## src/rtl/correlator_bank.sv

```systemverilog
// correlator_bank: per-pair bit-agreement correlator over a window of samples.
// Each pair of channels accumulates the number of equal bit positions across
// WINDOW accepted sample sets. The total is then held until the consumer
// takes it.
module correlator_bank #(
  parameter int WIDTH    = 10,
  parameter int CHANNELS = 3,
  parameter int WINDOW   = 4,
  localparam int PAIRS   = CHANNELS * (CHANNELS - 1) / 2,
  localparam int ACC_W   = $clog2(WIDTH * WINDOW + 1),
  localparam int CNT_W   = $clog2(WINDOW + 1)
) (
  input  logic                      clk,
  input  logic                      reset,
  input  logic                      clear,
  input  logic                      in_valid,
  output logic                      in_ready,
  input  logic [CHANNELS*WIDTH-1:0] in_data,
  output logic                      out_valid,
  input  logic                      out_ready,
  output logic [PAIRS*ACC_W-1:0]    out_data,
  output logic [CNT_W-1:0]          sample_count
);

  typedef enum logic {ACCUM, HOLD} state_t;

  state_t                   state, state_next;
  logic [PAIRS*ACC_W-1:0]   acc, acc_next;
  logic [PAIRS*ACC_W-1:0]   corr;
  logic [CNT_W-1:0]         count, count_next;
  logic                     started;
  logic                     accept;
  logic                     handshake;

  // Build one popcount-of-XNOR unit per channel pair, in lexicographic (i,j) order
  for (genvar i = 0; i < CHANNELS; i++) begin : g_row
    for (genvar j = i + 1; j < CHANNELS; j++) begin : g_pair
      localparam int K = i * (2 * CHANNELS - i - 1) / 2 + (j - i - 1);
      logic [WIDTH-1:0] eq;
      logic [ACC_W-1:0] pop;

      assign eq = ~(in_data[i*WIDTH +: WIDTH] ^ in_data[j*WIDTH +: WIDTH]);

      // Count the bit positions where the two channels agree
      always_comb begin
        pop = '0;
        for (int b = 0; b < WIDTH; b++) begin
          pop = pop + ACC_W'(eq[b]);
        end
      end

      assign corr[K*ACC_W +: ACC_W] = pop;
    end
  end

  // Keep in_ready low until the first clock edge after reset
  assign in_ready     = (state == ACCUM) && started;
  assign out_valid    = (state == HOLD);
  assign out_data     = acc;
  assign sample_count = count;
  assign accept       = in_valid && in_ready;
  assign handshake    = out_valid && out_ready;

  // Next-state logic: clear wins, then accept in ACCUM, then handshake in HOLD
  always_comb begin
    state_next = state;
    acc_next   = acc;
    count_next = count;
    if (clear) begin
      state_next = ACCUM;
      acc_next   = '0;
      count_next = '0;
    end else if (state == ACCUM) begin
      if (accept) begin
        for (int k = 0; k < PAIRS; k++) begin
          acc_next[k*ACC_W +: ACC_W] = acc[k*ACC_W +: ACC_W] + corr[k*ACC_W +: ACC_W];
        end
        count_next = count + 1'b1;
        if (count == CNT_W'(WINDOW - 1)) begin
          state_next = HOLD;
        end
      end
    end else if (handshake) begin
      state_next = ACCUM;
      acc_next   = '0;
      count_next = '0;
    end
  end

  // State, accumulator and sample counter registers with async reset
  always_ff @(posedge clk or posedge reset) begin
    if (reset) begin
      state   <= ACCUM;
      acc     <= '0;
      count   <= '0;
      started <= 1'b0;
    end else begin
      state   <= state_next;
      acc     <= acc_next;
      count   <= count_next;
      started <= 1'b1;
    end
  end

endmodule

```

## config.mk

```make
export PLATFORM = sky130hd
export DESIGN_NAME = correlator_bank
export DESIGN_NICKNAME = d
export VERILOG_FILES = /design/src/rtl/correlator_bank.sv
export SDC_FILE = /design/constraint.sdc
export NUM_CORES = 1
export LEC_CHECK = 0
export CORE_UTILIZATION = 54
export CTS_BUF_LIST = sky130_fd_sc_hd__clkbuf_8
export CTS_CLUSTER_DIAMETER = 40
export DETAILED_ROUTE_END_ITERATION = 7
export PLACE_DENSITY = 0.88
export SKIP_CTS_REPAIR_TIMING = 1
export SLEW_MARGIN = 10
export SYNTH_ARGS = -nofsm -noshare
export SYNTH_HDL_FRONTEND = slang
export SYNTH_SLANG_ARGS = --single-unit
```

## constraint.sdc

```tcl
create_clock -name clk -period 8.7 [get_ports clk]
set_input_delay 1.74 -clock clk [delete_from_list [all_inputs] [get_ports clk]]
set_output_delay 1.74 -clock clk [all_outputs]
set_load 0.05 [all_outputs]
```

==> out/results.ini <==
[clock_tree]
cts_root_buf=clkbuf_8
cts_made_buffers=3
cts_tree=yes
clock_tree.buffer_depth=2
clkTransAtPathRegs_ns=0.08
cts_sinks=23
clkLatencyLatePin_ns=0.27
ctsHtreeMaxLevel=1

[sta]
tightest_slew_ns=1.05
timing.fmax_mhz=188
fin_crit_sh=0.610
slew-limit-headroom=0.302
final_max_slew_viol_count=0
setup_viol=0
period_needed_ns=5.31
rsz0062_at_grt=no
fin_setup_tns_ns=0
hold_violations=0
clock-skew-final_ns=0.00930

[setup_path]
cp-start-kind=input port
r2r_cells=10
cpMaxStageDelayCell=fa_1
critPathMaxFanout=3
crit_top_cell=fa_1
rrSetupSlack_ns=5.03
r2r-end=out_data[17]$_DFFE_PP0P_
end_kind=flip-flop
reg2reg_from=out_data[12]$_DFFE_PP0P_
worstPathArrival_ns=5.47
worstSetupPathType=in2reg
slowest_delay_ns=0.54
path_cells=clkdlybuf4s50_1 -> xnor2_1 -> fa_1 -> inv_1 -> fa_1 -> inv_1 -> fa_1 -> fa_1 -> a211oi_1 -> o21ai_0 -> a32o_1 -> a31o_1
required_ns=8.86

[layout]
synthToLayoutAreaGrowth_pct=30.0
fin_nets=345
diodes=0
instances_no_fill=319
fin_util=0.749
drive_above_1_share=0.0221
nFillCells=280

[synthesis]
synth-edff-count=0
yosysTopAreaCellShare=0.267
ys_seq_area_frac=0.267
syn-num-nets=287
synth_most_common_cell=inv_1
synth-seq-cells=23
syn_area_um2=2160
ys_types=34
yosys_warnings=0
syn_inst=214
synthFlopType=dfrtp_1
yosysTopAreaCell=dfrtp_1
async_reset_ff_frac=1.00
synth_common_cells=36 x inv_1, 27 x xnor2_1, 23 x dfrtp_1
ys_top_cells_by_area=dfrtp_1 27%, fa_1 19%, xnor2_1 11%
syn_avg_cell_area_um2=10.1

[pwr]
fin_total_pwr_uw=805
p_sw_frac=0.489
p_int_uw=411
pwr-share-seq=0.191
clkPwrFrac=0.085
combPwrFrac=0.725
powerDensity_nw_per_um2=287
power.switching_uw=393
leakagePower_nw=1.26
ir_drop_uv=180

[routing]
vias_per_cell=5.27
first_iter_violations=64
wirelength_mm=4.71
vias=1681
antenna_left=0
firstDrtPassIters=4
drcViolationCount=0
wire_per_inst_um=14.8

[worst_hold_path]
hold-path-endpoint=sample_count[2]$_DFFE_PP0P_
hp-start=sample_count[2]$_DFFE_PP0P_
whs_path_depth=2
min_path_type=reg2reg

[place]
portBuffers=57
place_congestion=0.841
dp_hpwl_mm=3.79
dp_cells=315

[floorplanning]
core_area_um2=3740
start_util=0.577
die_area_um2=4250
rows=22
die_w_um=65.2
die_y_um=65.2
pin_count=58

[outcome]
status=complete, no violations

[global_routing]
grt_pass1_wl_mm=7.61
grt_max_degree=24
antenna_found_initial=0
grt_pass1_vias=1668
grt_use_total=0.236
overflow=0

[job]
maxCapViolations=0

power groups by stage:
stage / combinational [mW] / clock, mW / sequential [mW]
floorplan: 0.353 / 0 / 0.230
detailed placement: 0.586 / 0 / 0.155
global placement: 0.560 / 0 / 0.155
CTS: 0.589 / 0.0702 / 0.154
finish: 0.583 / 0.0680 / 0.153
global route: 0.653 / 0.0743 / 0.156
logic make-up (layout without fill, tap and decap cells):
family,after synthesis,after routing,synth area share
muxes,1,1,0.00464
other,1,1,0.00174
and+or+nand+nor,26,26,0.0643
adders and majority gates,38,38,0.293
buffers and inverters,40,97,0.0765
xor gates and xnor gates,34,34,0.138
AOI/OAI and AO/OA,51,51,0.155
DFF,23,23,0.267
through the flow:
step                      area, um^2  hold slack (ns)  worst slack [ns]
after floorplan                 2160            0.565              3.86
after global placement          2760            0.492              3.24
after detailed placement        2760            0.499              3.11
after CTS                       2810            0.517              3.37
after global routing            2810            0.559              3.19
final                           2810            0.512              3.39
routing by layer:
layer,routed length (um),GRT usage,vias to the layer above
met2,2440,0.411,40
met1,2070,0.313,816
met3,189,0.0417,2
li1,-,-,823
met5,0,0,-
met4,19,0.0353,0
worst max-delay path, delay by kind of cell:
kind	cells	cell delay [ns]
AO/OA/AOI/OAI	4	0.90
XOR/XNOR	1	0.18
adder cells (fa/ha/maj)	4	2.05
buffers and inverters	3	0.59
layout by cell type, fill, tap and decap left out:
cell	count
clkdlybuf4s50_1	57
inv_1	36
xnor2_1	27
dfrtp_1	23
fa_1	21
ha_1	17
o21ai_0	16
nand2_1	14
xor2_1	7
o21ai_1	5
a21o_1	4
a22o_1	4
a211oi_1	4
a21oi_1	4
nor2b_1	4
a211o_1	4
a31oi_1	3
clkbuf_8	3
and3_1	2
o41ai_1	2
nand4bb_1	1
nand2b_1	1
a21oi_2	1
and4bb_2	1
nor2_1	1
a32o_1	1
a31o_1	1
a2bb2oi_1	1
o22ai_1	1
nand4b_1	1
or3_1	1
mux2i_1	1
clkinv_2	1
conb_1	1
sequential cells by signal, summed over array words and instances (netlist names):
| register | count |
|---|---|
| sample_count | 3 |
| out_data | 18 |
| out_valid | 1 |
| started | 1 |
area by class of cell:
type	count	area (um^2)	area share
well taps	48	60.1	0.0214
clock inverters	1	5.00	0.00178
clock buffers	3	41.3	0.0147
multi-input cells	151	1420	0.505
flip-flops and latches	23	576	0.205
repair buffers	57	571	0.203
inverters	36	135	0.0482
worst max path at each step:
stage / from / end / slack (ns)
global placement: in_data[20] / out_data[17]$_DFFE_PP0P_ / 3.24
CTS: in_data[20] / out_data[17]$_DFFE_PP0P_ / 3.37
floorplan: in_data[10] / out_data[17]$_DFFE_PP0P_ / 3.86
detailed placement: in_data[20] / out_data[17]$_DFFE_PP0P_ / 3.11
finish: in_data[10] / out_data[17]$_DFFE_PP0P_ / 3.39
global route: in_data[20] / out_data[17]$_DFFE_PP0P_ / 3.19
(Power assumes the default switching activity.)
